### config.mk
export PLATFORM = sky130hd
export DESIGN_NAME = sm_stim_sequencer
export DESIGN_NICKNAME = d
export VERILOG_FILES = /design/src/rtl/sm_stim_sequencer_pkg.sv /design/src/rtl/sm_stim_sequencer_mem.sv /design/src/rtl/sm_stim_sequencer.sv
export SDC_FILE = /design/constraint.sdc
export NUM_CORES = 1
export LEC_CHECK = 0
export CAP_MARGIN = 20
export CORE_ASPECT_RATIO = 0.6
export CORE_UTILIZATION = 25
export DETAILED_ROUTE_END_ITERATION = 8
export GPL_TIMING_DRIVEN = 1
export PLACE_DENSITY_LB_ADDON = 0.15
export SLEW_MARGIN = 20
export SYNTH_ARGS = -nofsm -noshare
export SYNTH_HDL_FRONTEND = slang
export SYNTH_HIERARCHICAL = 1
export SYNTH_SLANG_ARGS = --single-unit
### constraint.sdc
create_clock -name clk -period 2.94 [get_ports clk]
set_input_delay 0.294 -clock clk [delete_from_list [all_inputs] [get_ports clk]]
set_output_delay 0.294 -clock clk [all_outputs]
set_load 0.005 [all_outputs]
### src/rtl/sm_stim_sequencer_pkg.sv
// -----------------------------------------------------------------------------
// sm_stim_sequencer_pkg
// Shared definitions for the stimulus sequencer:
//   - state_t      : 3-bit sequencer state encodings
//   - ENT_I1_BIT   : bit offset of i1 within a table entry
//   - ENT_I2_BIT   : bit offset of i2 within a table entry
//   - ENT_HOLD_LSB : lsb of the hold field within a table entry
// Entry layout is {hold[HOLD_W-1:0], i2, i1}.
// -----------------------------------------------------------------------------
package sm_stim_sequencer_pkg;

    typedef enum logic [2:0] {
        ST_IDLE  = 3'd0,
        ST_RST   = 3'd1,
        ST_RUN   = 3'd2,
        ST_DONE  = 3'd3,
        ST_FAULT = 3'd4
    } state_t;

    localparam int ENT_I1_BIT   = 0;
    localparam int ENT_I2_BIT   = 1;
    localparam int ENT_HOLD_LSB = 2;

endpackage

### src/rtl/sm_stim_sequencer_mem.sv
// -----------------------------------------------------------------------------
// sm_stim_sequencer_mem
// Step table: DEPTH x DW register file, synchronous write, asynchronous read.
// Contents are deliberately not reset.
// Ports:
//   clk    in   clock, rising edge
//   we     in   write enable
//   waddr  in   write address
//   wdata  in   write data
//   raddr  in   read address
//   rdata  out  read data (combinational)
// -----------------------------------------------------------------------------
module sm_stim_sequencer_mem #(
    parameter int DEPTH = 16,
    parameter int AW    = 4,
    parameter int DW    = 6
) (
    input  logic          clk,
    input  logic          we,
    input  logic [AW-1:0] waddr,
    input  logic [DW-1:0] wdata,
    input  logic [AW-1:0] raddr,
    output logic [DW-1:0] rdata
);

    logic [DW-1:0] mem [DEPTH];

    always_ff @(posedge clk) begin
        if (we) begin
            mem[waddr] <= wdata;
        end
    end

    assign rdata = mem[raddr];

endmodule

### src/rtl/sm_stim_sequencer.sv
// -----------------------------------------------------------------------------
// sm_stim_sequencer
// Programmable stimulus sequencer for a small two-input control FSM. A table of
// (i1, i2, hold) steps is loaded by a config master; start resets the target
// FSM for two cycles and then replays the table, each step held hold+1 cycles.
// The target's err is counted while replaying.
//
// Optional feature macro: SM_SEQ_ERRSTOP_EN
//   defined   : sm_err high while replaying stops the run in FAULT
//   undefined : err is only counted, FAULT is unreachable, fault is always 0
//
// Ports:
//   clk       in   clock, rising edge
//   nrst      in   asynchronous active-low reset
//   cfg_we    in   table write strobe (ignored while busy)
//   cfg_addr  in   table write address
//   cfg_data  in   table entry {hold, i2, i1}
//   cfg_len   in   step count, sampled on an accepted start, clamped to DEPTH
//   start     in   launch pulse
//   abort     in   kill pulse, wins over start
//   sm_err    in   err output of the target FSM
//   sm_nrst   out  reset to the target FSM, active low
//   sm_i1     out  stimulus i1
//   sm_i2     out  stimulus i2
//   busy      out  high while resetting the target or replaying
//   done      out  run completed
//   fault     out  run stopped on err
//   step_idx  out  index of the step being driven
//   err_cnt   out  saturating count of sm_err-high cycles while replaying
// -----------------------------------------------------------------------------
module sm_stim_sequencer
    import sm_stim_sequencer_pkg::*;
#(
    parameter int DEPTH  = 16,
    parameter int AW     = 4,
    parameter int HOLD_W = 4
) (
    input  logic              clk,
    input  logic              nrst,
    input  logic              cfg_we,
    input  logic [AW-1:0]     cfg_addr,
    input  logic [HOLD_W+1:0] cfg_data,
    input  logic [AW:0]       cfg_len,
    input  logic              start,
    input  logic              abort,
    input  logic              sm_err,
    output logic              sm_nrst,
    output logic              sm_i1,
    output logic              sm_i2,
    output logic              busy,
    output logic              done,
    output logic              fault,
    output logic [AW-1:0]     step_idx,
    output logic [7:0]        err_cnt
);

    localparam int          EW      = HOLD_W + 2;
    localparam logic [AW:0] DEPTH_L = (AW+1)'(DEPTH);

    state_t              state;
    logic [AW:0]         len;
    logic [1:0]          rst_cnt;
    logic [HOLD_W-1:0]   hold_cnt;
    logic [HOLD_W-1:0]   cur_hold;
    logic [AW-1:0]       rd_addr;
    logic [EW-1:0]       rd_data;
    logic                idle_like;
    logic                wr_en;
    logic                last_step;
    logic                hold_done;

    function automatic logic [7:0] sat_inc8(input logic [7:0] v);
        return (v == 8'hFF) ? v : v + 8'd1;
    endfunction

    function automatic logic [AW:0] clamp_len(input logic [AW:0] l);
        return (l > DEPTH_L) ? DEPTH_L : l;
    endfunction

    assign idle_like = (state == ST_IDLE) || (state == ST_DONE) || (state == ST_FAULT);
    assign wr_en     = cfg_we && idle_like;

    // The single read port looks one step ahead while replaying so the next
    // entry is ready at the edge that ends the current step; outside RUN it
    // points at step 0 for the first load.
    assign rd_addr   = (state == ST_RUN) ? step_idx + 1'b1 : '0;

    assign last_step = ({1'b0, step_idx} == len - 1'b1);
    assign hold_done = (hold_cnt == cur_hold);

    sm_stim_sequencer_mem #(
        .DEPTH (DEPTH),
        .AW    (AW),
        .DW    (EW)
    ) u_mem (
        .clk   (clk),
        .we    (wr_en),
        .waddr (cfg_addr),
        .wdata (cfg_data),
        .raddr (rd_addr),
        .rdata (rd_data)
    );

    always_ff @(posedge clk or negedge nrst) begin
        if (!nrst) begin
            state    <= ST_IDLE;
            sm_nrst  <= 1'b1;
            sm_i1    <= 1'b0;
            sm_i2    <= 1'b0;
            busy     <= 1'b0;
            done     <= 1'b0;
            fault    <= 1'b0;
            step_idx <= '0;
            err_cnt  <= '0;
            len      <= '0;
            rst_cnt  <= '0;
            hold_cnt <= '0;
            cur_hold <= '0;
        end else if (abort) begin
            state    <= ST_IDLE;
            sm_nrst  <= 1'b1;
            sm_i1    <= 1'b0;
            sm_i2    <= 1'b0;
            busy     <= 1'b0;
            done     <= 1'b0;
            fault    <= 1'b0;
            step_idx <= '0;
            err_cnt  <= '0;
        end else begin
            case (state)
                ST_IDLE, ST_DONE, ST_FAULT: begin
                    if (start && (cfg_len != '0)) begin
                        state    <= ST_RST;
                        busy     <= 1'b1;
                        done     <= 1'b0;
                        fault    <= 1'b0;
                        err_cnt  <= '0;
                        step_idx <= '0;
                        sm_i1    <= 1'b0;
                        sm_i2    <= 1'b0;
                        len      <= clamp_len(cfg_len);
                        rst_cnt  <= '0;
                    end
                end

                // One setup cycle after start, then sm_nrst low for two
                // cycles; step 0 is loaded on the third RST edge.
                ST_RST: begin
                    rst_cnt <= rst_cnt + 2'd1;
                    sm_nrst <= (rst_cnt == 2'd2);
                    if (rst_cnt == 2'd2) begin
                        state    <= ST_RUN;
                        step_idx <= '0;
                        sm_i1    <= rd_data[ENT_I1_BIT];
                        sm_i2    <= rd_data[ENT_I2_BIT];
                        cur_hold <= rd_data[ENT_HOLD_LSB +: HOLD_W];
                        hold_cnt <= '0;
                    end
                end

                ST_RUN: begin
                    if (sm_err) begin
                        err_cnt <= sat_inc8(err_cnt);
                    end
`ifdef SM_SEQ_ERRSTOP_EN
                    if (sm_err) begin
                        state <= ST_FAULT;
                        fault <= 1'b1;
                        busy  <= 1'b0;
                        sm_i1 <= 1'b0;
                        sm_i2 <= 1'b0;
                    end else
`endif
                    if (hold_done) begin
                        if (last_step) begin
                            state <= ST_DONE;
                            done  <= 1'b1;
                            busy  <= 1'b0;
                            sm_i1 <= 1'b0;
                            sm_i2 <= 1'b0;
                        end else begin
                            step_idx <= step_idx + 1'b1;
                            sm_i1    <= rd_data[ENT_I1_BIT];
                            sm_i2    <= rd_data[ENT_I2_BIT];
                            cur_hold <= rd_data[ENT_HOLD_LSB +: HOLD_W];
                            hold_cnt <= '0;
                        end
                    end else begin
                        hold_cnt <= hold_cnt + 1'b1;
                    end
                end

                default: begin
                    state <= ST_IDLE;
                    busy  <= 1'b0;
                end
            endcase
        end
    end

endmodule
# --- Word-level counts from Yosys, hierarchy flattened ---
# Memory sizes are Yosys's and may differ from the RTL's.
# Index checks and enable logic that the tools add are counted.
totals:
  out_inout_bits: 18
  latch_bits: 0
  mem_bits_rw: 96
  inputBits: 21
  rom_bits: 0
  ff_bits: 36
  word_cells: 121
  memories: 1
op_classes:
  n_div: 0
  n_reduce_logical: 25
  magnitude_cmp: 1
  eq_ne: 21
  bitwise: 1
  muxes: 54
  addsub: 5
  shifts: 0
  multipliers: 0
memory_table:
  columns: ["name", "words", "word_bits", "read_ports", "rd_ports_with_merged_regs", "wr", "line", "source"]
  rows:
  - ["u_mem.mem", 16, 6, 1, 0, 1, "sm_stim_sequencer_mem.sv:26", "logic [DW-1:0] mem [DEPTH];"]
op_table:
  columns: ["op", "n"]
  rows:
  - ["$mux W4", 11]
  - ["$mux W8", 4]
  - ["$ne A3 B3 Y1 const B", 8]
  - ["$reduce_and A4 Y1", 6]
  - ["$mux W1", 22]
  - ["$pmux W4 S2", 2]
  - ["$pmux W8 S2", 1]
  - ["$mux W3", 5]
  - ["$pmux W4 S3", 1]
  - ["$ne A2 B2 Y1 const B", 5]
  - ["$reduce_and A5 Y1", 2]
  - ["$reduce_bool A2 Y1", 5]
  - ["$pmux W1 S3", 3]
  - ["$pmux W3 S3", 1]
  - ["$add A4 B1 Y4 const B", 2]
  - ["$add A8 B1 Y8 const B", 1]
  - ["$eq A8 B8 Y1 const B", 1]
  - ["$eq A3 B2 Y1 const B", 2]
  - ["$reduce_and A3 Y1", 2]
  - ["$eq A4 B5 Y1", 1]
  - ["$gt A5 B5 Y1 const B", 1]
  - ["$mux W5", 1]
  - ["$reduce_bool A5 Y1", 1]
  - ["$sub A5 B1 Y5 const B", 1]
  - ["other kinds (16)", 18]

# --- Logic depth before layout (Yosys ltp) ---
# An unclocked memory read counts as a cell.
depth:
  word_depth: 7
  depth_mapped: 11
  mapped_depth_nobuf: 8

# --- By module ---
# The synthesis kept the hierarchy.
by_module_without_submodules:
  columns: ["module", "area_each_um2", "cells_each", "n_inst", "seq_area_each_um2"]
  rows:
  - ["sm_stim_sequencer_mem", 3774.9, 172, 1, 2882.8]
  - ["sm_stim_sequencer", 2119.5, 221, 1, 852.1]

# --- Least setup slack after synthesis ---
# Ideal clock, no wire load.
synth_timing:
  path_kind: "register -> register"
  startpoint: "register state[0]"
  endpoint: "register cur_hold[1]"
  path_buffers: 3
  path_slack_ps: 267
  required_time_ps: 2812
  stages_incl_launch_ff: 12
  t_arrival_ps: 2545
  setup_ps: 128
  period_less_slack_ps: 2673
  path_cell_list: "dfrtp_1 > inv_1 > ha_1 > clkbuf_1 > clkinv_1 > nor2_1 > buf_6 > buf_6 > mux4_1 > a22oi_1 > nand2_1 > mux2_1"
synth_via:
  elab_chain_len: 6
  elab_cells_between_ends: 13
  classes_between: "eq/ne (5); mux (5); reduce/logical (2); memory (1)"
synth_lines:
  columns: ["item", "line", "source"]
  rows:
  - ["start, declared", "sm_stim_sequencer.sv:60", "state_t state;"]
  - ["start signal, assigned", "sm_stim_sequencer.sv:106", "state <= ST_IDLE;"]
  - ["start signal, assigned", "sm_stim_sequencer.sv:120", "state <= ST_IDLE;"]
  - ["start signal, assigned", "sm_stim_sequencer.sv:133", "state <= ST_RST;"]
  - ["$eq A3 B2 Y1 *", "sm_stim_sequencer.sv:86", "assign rd_addr = (state == ST_RUN) ? step_idx + 1'b1 : '0;"]
  - ["$mux W4 *", "sm_stim_sequencer.sv:86", null]
  - ["via rd_addr[0]", "sm_stim_sequencer.sv:65", "logic [AW-1:0] rd_addr;"]
  - ["$mem_v2 Z16 W6 *", null, null]
  - ["via rd_data[3]", "sm_stim_sequencer.sv:66", "logic [EW-1:0] rd_data;"]
  - ["$mux W4", "sm_stim_sequencer.sv:175", "if (last_step) begin"]
  - ["$mux W4", "sm_stim_sequencer.sv:174", "if (hold_done) begin"]
  - ["$pmux W4 S2 *", "sm_stim_sequencer.sv:130", "case (state)"]
  - ["end signal, assigned", "sm_stim_sequencer.sv:156", "cur_hold <= rd_data[ENT_HOLD_LSB +: HOLD_W];"]
  - ["end signal, assigned", "sm_stim_sequencer.sv:185", "cur_hold <= rd_data[ENT_HOLD_LSB +: HOLD_W];"]
  - ["end, declared", "sm_stim_sequencer.sv:64", "logic [HOLD_W-1:0] cur_hold;"]
# The timed path passes the listed nets; every way through them passes the cells marked *. The select of a mux whose other input is x is not followed.
# A chain may end at the register's enable or synchronous reset.

# --- Worst setup path in the final report ---
# Ends and elaborated chain as after synthesis.

==> impl_metrics.env <==
export IMPL_status="finished, violations left"
export IMPL_violations="hold timing"
export IMPL_num_vias=3568
export IMPL_start_util=0.255
export IMPL_whs_ns=-0.0278
export IMPL_coreArea_sq_um=23100
export IMPL_fin_worst_skew_ns=0.00801
export IMPL_place_inst=745
export IMPL_diodes=0
export IMPL_leakage_nw=2.52
export IMPL_synth_distinct_cells=68
export IMPL_wl_met3_microns=687
export IMPL_timing_rr_start="state[0]"
export IMPL_dieArea_sq_um=24200
export IMPL_ys_flop_type="edfxtp_1"
export IMPL_synth_seq_cells=130
export IMPL_rows=43
export IMPL_clkTransAtPathRegs_ns=0.07
export IMPL_rsz0062_at_grt="false"
export IMPL_cp_arrival_ns=2.97
export IMPL_drive_gt1_frac=0.175
export IMPL_layout_min_cycle_time_ns=2.68
export IMPL_drc=0
export IMPL_antenna_found_initial=1
export IMPL_r2r_slack_ns=0.26
export IMPL_period_share=0.912
export IMPL_slowest_delay_ns=0.58
export IMPL_r2r_end="cur_hold[1]"
export IMPL_cpMaxStageDelayCell="mux4_1"
export IMPL_critPathBufInv=3
export IMPL_crit_type="reg -> reg"
export IMPL_fmax_mhz=373
export IMPL_track_usage=0.123
export IMPL_grt_pass1_vias=3573
export IMPL_cts_buffers_inserted=17
export IMPL_numPortBuffers=37
export IMPL_grt_max_degree=35
export IMPL_clock_sinks=130
export IMPL_postCtsSetupBuffers=0
export IMPL_worstPathCellList="inv_1, ha_1, clkinv_1, nor2_2, buf_12, mux4_1, a22oi_1, nand2_1, mux2_1"
export IMPL_io_pins=39
export IMPL_worstPathMaxFanout=24
export IMPL_place_gp_congestion=0.763
export IMPL_crit_family="multiplexers"
export IMPL_synth_cells=393
export IMPL_pre_cts_ws_ns=0.237
export IMPL_hold_buffers=0
export IMPL_power_mw=5.98
export IMPL_fp_dieW_microns=200
export IMPL_ant_nets=0
export IMPL_synth_avg_cell_area_sq_um=15.0
export IMPL_min_path_type="in -> async"
export IMPL_cts_buffer_depth=2
export IMPL_layoutNonFillerInstCount=777
export IMPL_critPathCaptureType="flip-flop"
export IMPL_wl_met2_microns=5990
export IMPL_tritoncts="built"
export IMPL_setup_violations_final=0
export IMPL_setup_tns_ns=0
export IMPL_synth_top_area_share=0.489
export IMPL_wl_met1_microns=7350
export IMPL_grt_pass1_wl_microns=21700
export IMPL_yosys_top_cells_area="edfxtp_1 (49%), dfrtp_1 (14%), mux4_1 (5.3%)"
export IMPL_final_util=0.317
export IMPL_hold_viol=14
export IMPL_dp_final_hpwl_microns=9960
export IMPL_clock_insertion_delay_worst_skew_ns=0.41
export IMPL_viasPerCell=4.59
export IMPL_ctsRootBufferMaster="clkbuf_16"
export IMPL_synth_top_area_cell="edfxtp_1"
export IMPL_maxSlewViolCount=0
export IMPL_grt_ovfl_total=0
export IMPL_ff2ff_path_depth=9
export IMPL_syn2layout_area_growth_pct=24.3
export IMPL_async_flop_share=0.262
export IMPL_maxCapViolations=0
export IMPL_power_density_nw_per_um2=816
export IMPL_synth_edff_count=96
export IMPL_wl_microns=14200
export IMPL_htree_levels=4
export IMPL_start_kind="flip-flop"
export IMPL_cts_resized=0
export IMPL_wl_per_cell_microns=18.2
export IMPL_die_y_microns=121
export IMPL_max_slew_margin=0.433
export IMPL_drt_pass1_iter_count=4
export IMPL_syn_num_nets=422
export IMPL_nets=478
export IMPL_vdd_drop_max_mv=0.337
export IMPL_crit_required_ns=3.23
export IMPL_ys_seq_area_frac=0.634
export IMPL_syn_area_sq_um=5890
export IMPL_drt_iter0_drc=236
export IMPL_worst_pin_slew_ns=0.850
export IMPL_highest_layer="met4"
export IMPL_ys_warnings_count=6
export IMPL_setup_ws_ns=0.260
==> worst max path at each step <==
stage	start	end	slack, ns	cells past startpoint
finish	state[0]	cur_hold[1]	0.26	9
CTS	state[0]	cur_hold[1]	0.23	9
global route	state[0]	cur_hold[0]	0.13	9
detailed placement	state[0]	cur_hold[1]	0.24	9
floorplan	state[0]	cur_hold[1]	0.27	11
global placement	state[0]	cur_hold[1]	0.24	9
==> cells by family after synthesis <==
kind of cell / count (synthesis) / share of synthesized area
AND/OR/NAND/NOR: 106 / 0.0902
flip-flops: 130 / 0.634
AO/OA/AOI/OAI: 75 / 0.0942
buffers and inverters: 27 / 0.0248
adder cells (fa/ha/maj): 8 / 0.0170
XOR/XNOR: 12 / 0.0206
multiplexers: 34 / 0.119
other: 1 / 0.000636
==> Yosys cell counts (3+ instances only) <==
master    number
buf_6          4
mux4_1        12
o31ai_1        7
mux2_1         4
inv_1          7
o21ai_0       17
mux2_2         4
xnor2_1        9
nor2b_1        6
clkbuf_1       6
a31oi_1        5
dfrtp_1       33
buf_1          3
edfxtp_1      96
a22oi_1       12
buf_4          3
nor3_1         8
ha_1           8
a21oi_1        6
nand2_1       24
nand3_1        8
mux4_2        12
and2_1         4
nand2b_1      11
nor2_1        29
==> per-layer routing <==
| metal | track usage | up-vias |
|---|---|---|
| met5 | 0 | - |
| met4 | 0.0404 | 0 |
| met3 | 0.0279 | 16 |
| met2 | 0.173 | 62 |
| met1 | 0.185 | 1831 |
| li1 | - | 1659 |
==> power breakdown <==
part	internal, mW	switching [mW]	total, mW
registers	2.15	0.167	2.32
clock network	1.36	0.845	2.20
logic	0.676	0.777	1.45
==> per-stage QoR <==
step           cell area, sq um  hold slack [ns]
2_1_floorplan              5890         -0.00159
3_3_place_gp               6710            0.452
3_5_place_dp               6710            0.454
4_1_cts                    7330           0.0113
5_1_grt                    7330           0.0385
6_report                   7330          -0.0278
==> final cells by class <==
type                    instances  area, sq um
flip-flops and latches        130         3730
inverters                       8         30.0
well taps                     315          394
clock buffers                  17          425
fillers                      2298        15800
multi-input cells             236         2020
repair buffers                 56          533
clock inverters                15          196
==> sequential cells by signal (all words and copies together) (netlist names) <==
signal,count
err_cnt,8
sm_i2,1
cur_hold,4
sm_i1,1
state,2
sm_nrst,1
len,5
u_mem/mem,96
done,1
busy,1
rst_cnt,2
step_idx,4
hold_cnt,4
==> layout by cell type, fill, tap and decap left out, types with 9 or more instances in the layout <==
cell type / count
a22oi_1: 12
buf_4: 17
clkbuf_16: 17
clkdlybuf4s50_1: 36
dfrtp_1: 33
edfxtp_1: 96
mux4_1: 12
mux4_2: 12
nand2_1: 24
nand2b_1: 11
nor2_1: 28
o21ai_0: 17
xnor2_1: 9
Power figures use the tool's default switching activity.
